### src/rtl/game_pkg.sv
// game_pkg: grid geometry, RGB111 colour names and FSM state encoding for the cell-painting game
package game_pkg;
  localparam int AW = 8;
  localparam int DW = 3;
  localparam int GRID_W = 16;
  localparam int GRID_H = 12;
  localparam int CELLS = GRID_W * GRID_H;
  typedef enum logic [DW-1:0] {BLACK = 3'b000, RED = 3'b100, GREEN = 3'b010, BLUE = 3'b001} colour_t;
  typedef enum logic [1:0] {CLEAR, DRAW, IDLE} state_t;
endpackage

### src/rtl/game_paint_fsm_if.sv
// game_paint_fsm_if: frame-buffer write port driven by the game controller
interface game_paint_fsm_if;
  import game_pkg::*;
  logic [AW-1:0] mem_px_addr;
  logic [DW-1:0] mem_px_data;
  logic px_wr;
  modport master (output mem_px_addr, output mem_px_data, output px_wr);
  modport slave (input mem_px_addr, input mem_px_data, input px_wr);
endinterface

### src/rtl/btn_conditioner.sv
// btn_conditioner: 2-FF synchroniser, optional debounce filter (GAME_DEBOUNCE_EN), rising-edge pulse
module btn_conditioner (
  input  logic clk,
  input  logic rst,
  input  logic btn,
  output logic pls
);
  logic [1:0] sync;
  logic lvl, prev;
  always_ff @(posedge clk) sync <= rst ? 2'b00 : {sync[0], btn};
`ifdef GAME_DEBOUNCE_EN
  localparam int DEBOUNCE_CYCLES = 750000;
  localparam int CW = $clog2(DEBOUNCE_CYCLES);
  logic [CW-1:0] cnt;
  logic filt;
  // the filtered level follows only after the new level has held for the full window
  always_ff @(posedge clk)
    if (rst) begin
      cnt <= '0;
      filt <= 1'b0;
    end else if (sync[1] == filt) cnt <= '0;
    else if (cnt == CW'(DEBOUNCE_CYCLES - 1)) begin
      cnt <= '0;
      filt <= sync[1];
    end else cnt <= cnt + 1'b1;
  assign lvl = filt;
`else
  assign lvl = sync[1];
`endif
  always_ff @(posedge clk) prev <= rst ? 1'b0 : lvl;
  assign pls = lvl & ~prev;
endmodule

### src/rtl/game_paint_fsm.sv
// game_paint_fsm: cursor/paint controller writing RGB111 cells of a 16x12 grid into the frame buffer
// Define GAME_DEBOUNCE_EN to debounce the buttons before edge detection.
module game_paint_fsm
  import game_pkg::*;
(
  input  logic                 clk,
  input  logic                 rst,
  input  logic                 in1,
  input  logic                 in2,
  input  logic [DW-1:0]        switch,
  input  logic                 clr,
  game_paint_fsm_if.master     fb
);
  localparam logic [AW-1:0] LAST = AW'(CELLS - 1);
  state_t state, nxt;
  logic [AW-1:0] cnt, cursor, cursor_nxt, addr_d;
  logic [DW-1:0] last_col, data_d;
  logic [1:0] clr_sync;
  logic r_pls, l_pls, wr_d;
  btn_conditioner u_right (.clk(clk), .rst(rst), .btn(in1), .pls(r_pls));
  btn_conditioner u_left (.clk(clk), .rst(rst), .btn(in2), .pls(l_pls));
  always_ff @(posedge clk) clr_sync <= rst ? 2'b00 : {clr_sync[0], clr};
  always_ff @(posedge clk)
    if (rst) begin
      state <= CLEAR;
      cnt <= '0;
      cursor <= '0;
      last_col <= BLACK;
    end else begin
      state <= nxt;
      cnt <= (state == CLEAR) ? cnt + 1'b1 : '0;
      cursor <= cursor_nxt;
      if (state == DRAW) last_col <= switch;
    end
  always_comb begin
    nxt = state;
    cursor_nxt = cursor;
    if (state == CLEAR && cnt == LAST) begin
      nxt = DRAW;
      cursor_nxt = AW'(0);
    end else if (state == DRAW) nxt = IDLE;
    else if (state == IDLE) begin
      if (clr_sync[1]) nxt = CLEAR;
      else if (r_pls && l_pls) nxt = IDLE;
      else if (r_pls) begin
        nxt = DRAW;
        cursor_nxt = (cursor == LAST) ? AW'(0) : cursor + 1'b1;
      end else if (l_pls) begin
        nxt = DRAW;
        cursor_nxt = (cursor == AW'(0)) ? LAST : cursor - 1'b1;
      end else if (switch != last_col) nxt = DRAW;
    end
  end
  // IDLE feeds the registered port back to itself so addr/data hold
  always_comb begin
    wr_d = state != IDLE;
    addr_d = (state == CLEAR) ? cnt : (state == DRAW) ? cursor : fb.mem_px_addr;
    data_d = (state == CLEAR) ? BLACK : (state == DRAW) ? switch : fb.mem_px_data;
  end
  always_ff @(posedge clk)
    if (rst) begin
      fb.px_wr <= 1'b0;
      fb.mem_px_addr <= '0;
      fb.mem_px_data <= '0;
    end else begin
      fb.px_wr <= wr_d;
      fb.mem_px_addr <= addr_d;
      fb.mem_px_data <= data_d;
    end
endmodule

### src/flat_wrapper.sv
// flat-port wrapper written by rule: the top's interface ports become plain ports
module game_paint_fsm_flat import game_pkg::*;
  (clk, rst, in1, in2, switch, clr, fb_mem_px_addr, fb_mem_px_data, fb_px_wr);
  game_paint_fsm_if fb_i ();
  input  logic clk;
  input  logic rst;
  input  logic in1;
  input  logic in2;
  input  logic [DW-1:0] switch;
  input  logic clr;
  output wire logic [$bits(fb_i.mem_px_addr)-1:0] fb_mem_px_addr;
  output wire logic [$bits(fb_i.mem_px_data)-1:0] fb_mem_px_data;
  output wire logic [$bits(fb_i.px_wr)-1:0] fb_px_wr;
  assign fb_mem_px_addr = fb_i.mem_px_addr;
  assign fb_mem_px_data = fb_i.mem_px_data;
  assign fb_px_wr = fb_i.px_wr;
  game_paint_fsm u_core (.clk(clk), .rst(rst), .in1(in1), .in2(in2), .switch(switch), .clr(clr), .fb(fb_i));
endmodule
### config.mk
export PLATFORM = sky130hd
export DESIGN_NAME = game_paint_fsm_flat
export DESIGN_NICKNAME = d
export VERILOG_FILES = /design/src/rtl/game_pkg.sv /design/src/rtl/game_paint_fsm_if.sv /design/src/rtl/btn_conditioner.sv /design/src/rtl/game_paint_fsm.sv /design/src/flat_wrapper.sv
export SDC_FILE = /design/constraint.sdc
export NUM_CORES = 1
export LEC_CHECK = 0
export BUFFER_PORTS_ARGS = -buffer_cell sky130_fd_sc_hd__buf_2
export CAP_MARGIN = 20
export CORE_MARGIN = 4
export CORE_UTILIZATION = 60
export CTS_BUF_LIST = sky130_fd_sc_hd__clkbuf_8
export DETAILED_ROUTE_END_ITERATION = 6
export PLACE_DENSITY = 0.89
export REMOVE_ABC_BUFFERS = 1
export SETUP_SLACK_MARGIN = 0.15
export SYNTH_ARGS = -nofsm -noshare
export SYNTH_HDL_FRONTEND = slang
export SYNTH_SLANG_ARGS = --single-unit
### constraint.sdc
create_clock -name clk -period 4.05 [get_ports clk]
set_input_delay 0.81 -clock clk [delete_from_list [all_inputs] [get_ports clk]]
set_output_delay 0.81 -clock clk [all_outputs]
set_load 0.01 [all_outputs]
==> results of run 1 <==
## worst reg2reg max path, cell delays in order (launching register included)
cell and delay (ns):
dfxtp_1 0.35, inv_1 0.07, ha_1 0.49, nand4bb_1 0.52, nor2_1 0.18, mux2i_1 0.08, or3_1 0.32, a21oi_1 0.14
## layout make-up
class / count / area share (%)
repair buffers: 19 / 4.36
multi-input cells: 171 / 49.8
flip-flops and latches: 41 / 37.6
clock inverters: 1 / 0.344
inverters: 9 / 1.55
well taps: 44 / 2.52
clock buffers: 6 / 3.78
## cells in the mapped netlist, types with 2 or more instances
master | n | area, µm²
clkbuf_1 | 9 | 33.8
and3_1 | 2 | 12.5
nand2b_1 | 5 | 31.3
a21oi_1 | 15 | 75.1
nor2_1 | 36 | 135
inv_1 | 9 | 33.8
buf_6 | 2 | 22.5
o2bb2ai_1 | 2 | 17.5
nand2_1 | 11 | 41.3
nor4_1 | 4 | 25.0
mux2i_1 | 14 | 140
o21ai_0 | 9 | 45.0
ha_1 | 9 | 113
nor2b_1 | 12 | 75.1
dfxtp_1 | 41 | 821
nand3_1 | 10 | 50.1
nor3_1 | 10 | 50.1
buf_4 | 2 | 15.0
xor2_1 | 6 | 52.6
xnor2_1 | 5 | 43.8
a31oi_1 | 2 | 12.5
buf_2 | 4 | 20.0
## cell families after synthesis
logic type               Yosys count
AND/OR/NAND/NOR                  101
flip-flops                        41
AO/OA/AOI/OAI                     36
buffers and inverters             26
multiplexers                      14
XOR/XNOR                          11
adder cells (fa/ha/maj)            9
## layout by cell type (no fill, tap or decap), types with 4 or more instances in the layout
master / synthesis / routed
o21ai_0: 9 / 9
dfxtp_1: 41 / 41
nor4_1: 4 / 4
ha_1: 9 / 9
nor2_1: 36 / 36
xor2_1: 6 / 6
a21oi_1: 15 / 15
mux2i_1: 14 / 14
clkbuf_8: 0 / 6
nand2_1: 11 / 11
inv_1: 9 / 9
xnor2_1: 5 / 5
nor3_1: 10 / 10
nor2b_1: 12 / 12
nand2b_1: 5 / 5
buf_2: 4 / 19
nand3_1: 10 / 10
## flip-flops by register name (all words and copies together), names as in the netlist
signal,flops
u_core.cnt,8
u_core.u_right.prev,1
u_core.fb.px_wr,1
u_core.u_left.prev,1
u_core.clr_sync,2
u_core.fb.mem_px_addr,8
u_core.cursor,8
u_core.state,2
u_core.u_right.sync,2
u_core.fb.mem_px_data,3
u_core.u_left.sync,2
u_core.last_col,3
## routing by layer
metal | track usage, % | vias to the layer above | wire length, µm
met5 | 0 | - | 0
met4 | 9.64 | 0 | 81
met3 | 5.78 | 12 | 246
met2 | 32.3 | 52 | 1850
met1 | 25.0 | 746 | 1780
li1 | - | 835 | -
## final timing paths
path	from	to	slack (ns)
min	u_core.u_left.sync[0]	u_core.u_left.sync[1]	0.44
min reg2reg	u_core.u_left.sync[0]	u_core.u_left.sync[1]	0.44
max reg2reg	u_core.state[1]	u_core.cursor[5]	1.84
max	u_core.state[1]	u_core.cursor[5]	1.84
## stage by stage
step	hold WS [ns]	total power [mW]	setup WS, ns
5_1_grt	0.458	0.950	1.73
3_3_place_gp	0.418	0.639	1.96
3_5_place_dp	0.427	0.643	1.87
6_report	0.439	0.907	1.84
4_1_cts	0.443	0.911	1.85
2_1_floorplan	0.414	0.597	2.12
## power by group through the flow
stage | Combinational (mW) | Sequential [mW] | Clock, mW
after floorplan | 0.135 | 0.462 | 0
after detailed placement | 0.181 | 0.461 | 0
after CTS | 0.184 | 0.452 | 0.274
after global routing | 0.204 | 0.457 | 0.288
after global placement | 0.178 | 0.461 | 0
final | 0.184 | 0.453 | 0.270
==> key figures, run 1 <==
Status
  • Status: finished, final reports clean

Synthesis
  • Adder-Cell Fraction of Synth Area: 5.54%
  • Synth Register Bits: 41
  • Synth Flop Type: dfxtp_1
  • Post-Synthesis Cells: 238
  • Synth warn: 0
  • Mux cell area share after synthesis: 6.89%
  • Synth Area in Compound Gates: 10.6%
  • Main combinational cell family by area after synthesis: simple AND/OR/NAND/NOR gates
  • Avg Cell Area, Syn: 8.54 µm²
  • Xor/xnor cell area share of the yosys netlist: 4.74%
  • FFs w/ async S/R, synth: 0%
  • Post-synth cell types: 41
  • Post-synth EDFFs: 0
  • Synthesized cell area: 2030 µm²
  • Sequential area share after synthesis: 40.4%
  • Synth Area in Simple Gates: 25.7%

Floorplan
  • Core area: 3150 µm²
  • Initial Util: 64.5%
  • Die ar.: 4380 µm²
  • Die X: 66.2 µm
  • # rows: 20
  • Die height: 66.2 µm
  • IO Pins: 20

GRT
  • First-pass GRT wire length: 6.87 mm
  • Tot GR Track Use: 20.3%
  • Number of global-route vias before repair: 1540
  • Antenna violations before repair: 0
  • GRT overflow: 0
  • Largest net degree at the start of global routing: 27

Pwr
  • Sw frac: 29.0%
  • NetSw: 0.263 mW
  • Clock power share: 29.8%
  • Int Pwr: 0.644 mW
  • Pwr dens: 416 nW/µm²
  • Reg power frac: 49.9%
  • Worst VDD drop: 0.330 mV
  • Leak Pwr: 0.846 nW
  • Combinational share of power: 20.3%

Worst hold path
  • Hold Crit Class: register to register
  • Worst hold stages: 1

Place
  • Cell count after placement: 284
  • Placed cell areas: 2090 µm²
  • DP HPWL: 2.72 mm
  • PortBufs: 19
  • RD Place Congestion: 0.931

Timing
  • Worst-margin pin slew: 0.901 ns
  • Clock skew: 0.00373 ns
  • Period utilization: 54.7%
  • Fmax: 452 MHz
  • Fin. max-slew vios: 0
  • Final setup vio count: 0
  • Worst relative slew slack: 39.9%
  • Final Hold Viols: 0
  • Crit path time final: 2.21 ns
  • Total Neg Setup Slack: 0 ns
  • RSZ-0062 raised after global routing: false

CTS
  • Clock transition at path regs: 0.07 ns
  • CTS buffer count: 5
  • Clock Root Buffer: clkbuf_8
  • Worst skew pair latency: 0.30 ns
  • PostCTS Resize Cnt: 0
  • CTS tree: yes
  • H-Tree Depth: 2
  • Maximum buffer depth of the clock tree: 2
  • CTS sink count: 41
  • CTS Hold Bufs: 0
  • Post-CTS setup buffer count: 0

Worst setup path
  • Crit path capture type: register
  • Top delay family on crit path: simple AND/OR/NAND/NOR gates
  • Crit path launch type: register
  • Path depth of the worst reg2reg path: 7
  • Crit Path Category: register to register
  • Critical path cell sequence: inv_1 > ha_1 > nand4bb_1 > nor2_1 > mux2i_1 > or3_1 > a21oi_1
  • Crit Path Max Fanout: 19
  • CP Data Arrival Time: 2.44 ns
  • Worst path required time: 4.27 ns
  • Buf/Inv on CP: 1
  • Crit. path cell count: 7
  • Slowest cell on crit path: nand4bb_1
  • Slowest cell delay on critical path: 0.52 ns

Flow run
  • Max-capacitance violation count: 0

Layout
  • Filler cells: 254
  • Fin util: 69.2%
  • Register Area: 821 µm²
  • Multi-input logic area: 1090 µm²
  • Layout cells sized above 1: 11.7%
  • Total inserted antenna cells: 0
  • Net count, final: 264
  • Post-route cell area: 2180 µm²
  • Area Overhead vs Synth: 7.32%
  • Layout Cells excl Fill: 291

Detailed routing
  • Routed WL: 3.95 mm
  • First DRT Iteration DRCs: 175
  • Residual DRC: 0
  • WL/cell: 13.6 µm
  • DRT Pass-1 Iters: 4
  • ANT nets after route: 0
  • Vias: 1645
  • DR vias/cell: 5.65
No activity file was read; power rests on OpenSTA's default activity.
==> run 2, diff against run 1 <==
- ABC_AREA: not set -> 1
- clock period: 4.05 -> 2.23 ns (I/O delays scaled with it)
==> run 2 against run 1 <==
Power rose to 2.6 times the previous value; synthesized area up 3.1%; critical path type unchanged; hold slack worse by 0.091 ns; fmax up 26%; count of clock-buffer cells in the layout unchanged.
==> key figures, run 2 <==
Synthesis
  • Synth top area share: 39.1% (-1.2 points)
  • Area contributors post-synth: dfxtp_1, nand2_1, nor2_1, inv_1, ha_1
  • Synthesized cell area: 2100 µm² (+3.1%)
  • Post-synth cell types: 30 (-27%)
  • Synth Flop Type: dfxtp_1
  • FFs w/ async S/R, synth: 0% (unchanged)
  • Post-Synthesis Cells: 296 (+24%)
  • Top-count cell post-synth: nand2_1
  • Most frequent cells after synthesis: nand2_1, nor2_1, dfxtp_1, inv_1, a21oi_1
  • Avg Cell Area, Syn: 7.08 µm² (-17%)
  • Sequential area share after synthesis: 39.1% (-1.2 points)
  • Synth warn: 0 (unchanged)
  • Largest area contributor in the netlist: dfxtp_1
  • Synth Register Bits: 41 (unchanged)
  • Post-synth EDFFs: 0 (unchanged)

Pwr
  • Leak Pwr: 1.10 nW (+30%)
  • Worst VDD drop: 0.558 mV (+69%)
  • Pwr dens: 1010 nW/µm² (+140%)

GRT
  • Antenna violations before repair: 0 (unchanged)
  • Number of global-route vias before repair: 1811 (+18%)
  • First-pass GRT wire length: 7.65 mm (+11%)
  • Largest net degree at the start of global routing: 19 (-30%)
  • GRT overflow: 0 (unchanged)
  • Tot GR Track Use: 22.3% (+2.0 points)

Timing
  • Final worst setup slack: 0.475 ns (-1.36 ns)
  • Worst-margin pin slew: 0.514 ns (-0.387 ns)
  • Fin. max-slew vios: 0 (unchanged)
  • Total Neg Setup Slack: 0 ns (unchanged)
  • Period utilization: 78.7% (+24 points)
  • Final Hold Viols: 0 (unchanged)
  • Clock skew: 0.00715 ns (+0.00342 ns)
  • Hold Slack: 0.348 ns (-0.0913 ns)
  • Crit path time final: 1.76 ns (-0.458 ns)
  • Fmax: 570 MHz (+26%)
  • RSZ-0062 raised after global routing: false
  • Final setup vio count: 0 (unchanged)
  • Worst relative slew slack: 65.7% (+26 points)

Worst setup path
  • CP Data Arrival Time: 1.95 ns (-0.49 ns)
  • Crit path capture type: register
  • Critical path cell sequence: inv_1 > nor2_4 > inv_2 > ha_1 > nand3_2 > a21oi_2 > nand2_1 > nor2_1 > nor2_1
  • Worst path required time: 2.42 ns (-1.85 ns)
  • Critical path's most frequent cell: nor2_1
  • Crit Path Category: register to register
  • Slowest cell delay on critical path: 0.32 ns (-0.20 ns)
  • Crit Path Max Fanout: 10 (-9)
  • Slowest cell on crit path: ha_1
  • Crit path launch type: register
  • Buf/Inv on CP: 2 (+1)
  • Top delay family on crit path: simple AND/OR/NAND/NOR gates

Floorplan
  • Core area: 3360 µm² (+6.7%)
  • Die X: 67.1 µm (+1.4%)
  • # rows: 21 (+5.0%)
  • Die height: 67.1 µm (+1.4%)
  • Die ar.: 4510 µm² (+2.8%)
  • IO Pins: 20 (unchanged)
  • Initial Util: 62.4% (-2.1 points)

CTS
  • Maximum buffer depth of the clock tree: 2 (unchanged)
  • CTS tree: yes
  • PostCTS Resize Cnt: 0 (unchanged)
  • Clock Root Buffer: clkbuf_8
  • CTS Hold Bufs: 0 (unchanged)
  • Worst skew pair latency: 0.30 ns (about the same)
  • Clock transition at path regs: 0.07 ns (about the same)
  • CTS buffer count: 5 (unchanged)
  • Post-CTS setup buffer count: 0 (unchanged)
  • CTS sink count: 41 (unchanged)
  • H-Tree Depth: 2 (unchanged)

Layout
  • Post-route cell area: 2340 µm² (+7.2%)
  • Net count, final: 334 (+27%)
  • Layout cells sized above 1: 16.7% (+4.9 points)
  • Commonest non-fill, non-tap cell in the layout: nand2_1
  • Area Overhead vs Synth: 11.6%
  • Fin util: 69.6% (+0.36 points)
  • Filler cells: 294 (+16%)
  • Largest registers: u_core.cnt x8, u_core.cursor x8, u_core.fb.mem_px_addr x8
  • Most frequent cells in the layout: nand2_1, nor2_1, dfxtp_1
  • Total inserted antenna cells: 0 (unchanged)

Status
  • Status: finished, final reports clean

Detailed routing
  • DRT Pass-1 Iters: 5 (+1)
  • DR vias/cell: 5.41 (-4.4%)
  • ANT nets after route: 0 (unchanged)
  • Routed WL: 4.52 mm (+14%)
  • First DRT Iteration DRCs: 121 (-31%)
  • Residual DRC: 0 (unchanged)
  • Vias: 1968 (+20%)
  • WL/cell: 12.4 µm (-8.5%)

Flow run
  • Max-capacitance violation count: 0 (unchanged)

Place
  • Pre-CTS setup slack: 0.526 ns (-1.34 ns)
  • Placed cell areas: 2220 µm² (+6.3%)
  • RD Place Congestion: 0.959 (+3.0%)
  • DP HPWL: 3.39 mm (+24%)
  • PortBufs: 19 (unchanged)

Worst hold path
  • Hold Crit Class: primary input to register
## run 2: final timing paths
path,slack [ns],end,cells after the start,start
setup / recovery,0.47,u_core.cursor[3],9,u_core.u_right.sync[1]
hold reg to reg,0.41,u_core.u_right.sync[1],2,u_core.u_right.sync[0]
hold / removal,0.35,u_core.clr_sync[0],3,clr
setup reg to reg,0.47,u_core.cursor[3],9,u_core.u_right.sync[1]
## run 2: metal layers
layer	GRT usage (%)	vias up	routed length (µm)
met2	37.1	66	2230
met4	10.9	0	76
met3	4.72	13	253
met1	27.3	889	1960
li1	-	1000	-
met5	0	-	0
## run 2: area by class of cell
| cell class | instances | area [µm²] | share of cell area (%) |
|---|---|---|---|
| sequential | 41 | 821 | 35.1 |
| clock inverter | 2 | 33.8 | 1.44 |
| timing repair buffer | 19 | 95.1 | 4.06 |
| multi-input combinational | 204 | 1080 | 46.0 |
| inverter | 46 | 173 | 7.38 |
| tap | 46 | 57.6 | 2.46 |
| clock buffer | 6 | 82.6 | 3.53 |
## run 2: report_power, final
group | switching (mW) | total [mW] | internal, mW
sequential | 0.0845 | 0.940 | 0.855
clock | 0.249 | 0.609 | 0.360
combinational | 0.525 | 0.803 | 0.278
total | 0.859 | 2.35 | 1.49
## run 2: kinds of logic after synthesis
kind of cell	after synthesis	synth area share, %
xor+xnor	2	0.835
buf+inv	51	9.49
flops	41	39.1
simple gates	139	30.1
fa+ha+maj	9	5.37
compound gates	54	15.1
## run 2: worst register-to-register path: stages, from the launching register on
cell and delay [ns]:
dfxtp_1 0.31, inv_1 0.06, nor2_4 0.21, inv_2 0.14, ha_1 0.32, nand3_2 0.17, a21oi_2 0.20, nand2_1 0.09
nor2_1 0.10, nor2_1 0.05
## run 2: stage by stage
step	cells	power, mW
floorplan	291	1.53
finish	364	2.35
detailed placement	356	1.75
global route	364	2.51
CTS	364	2.36
global placement	356	1.73
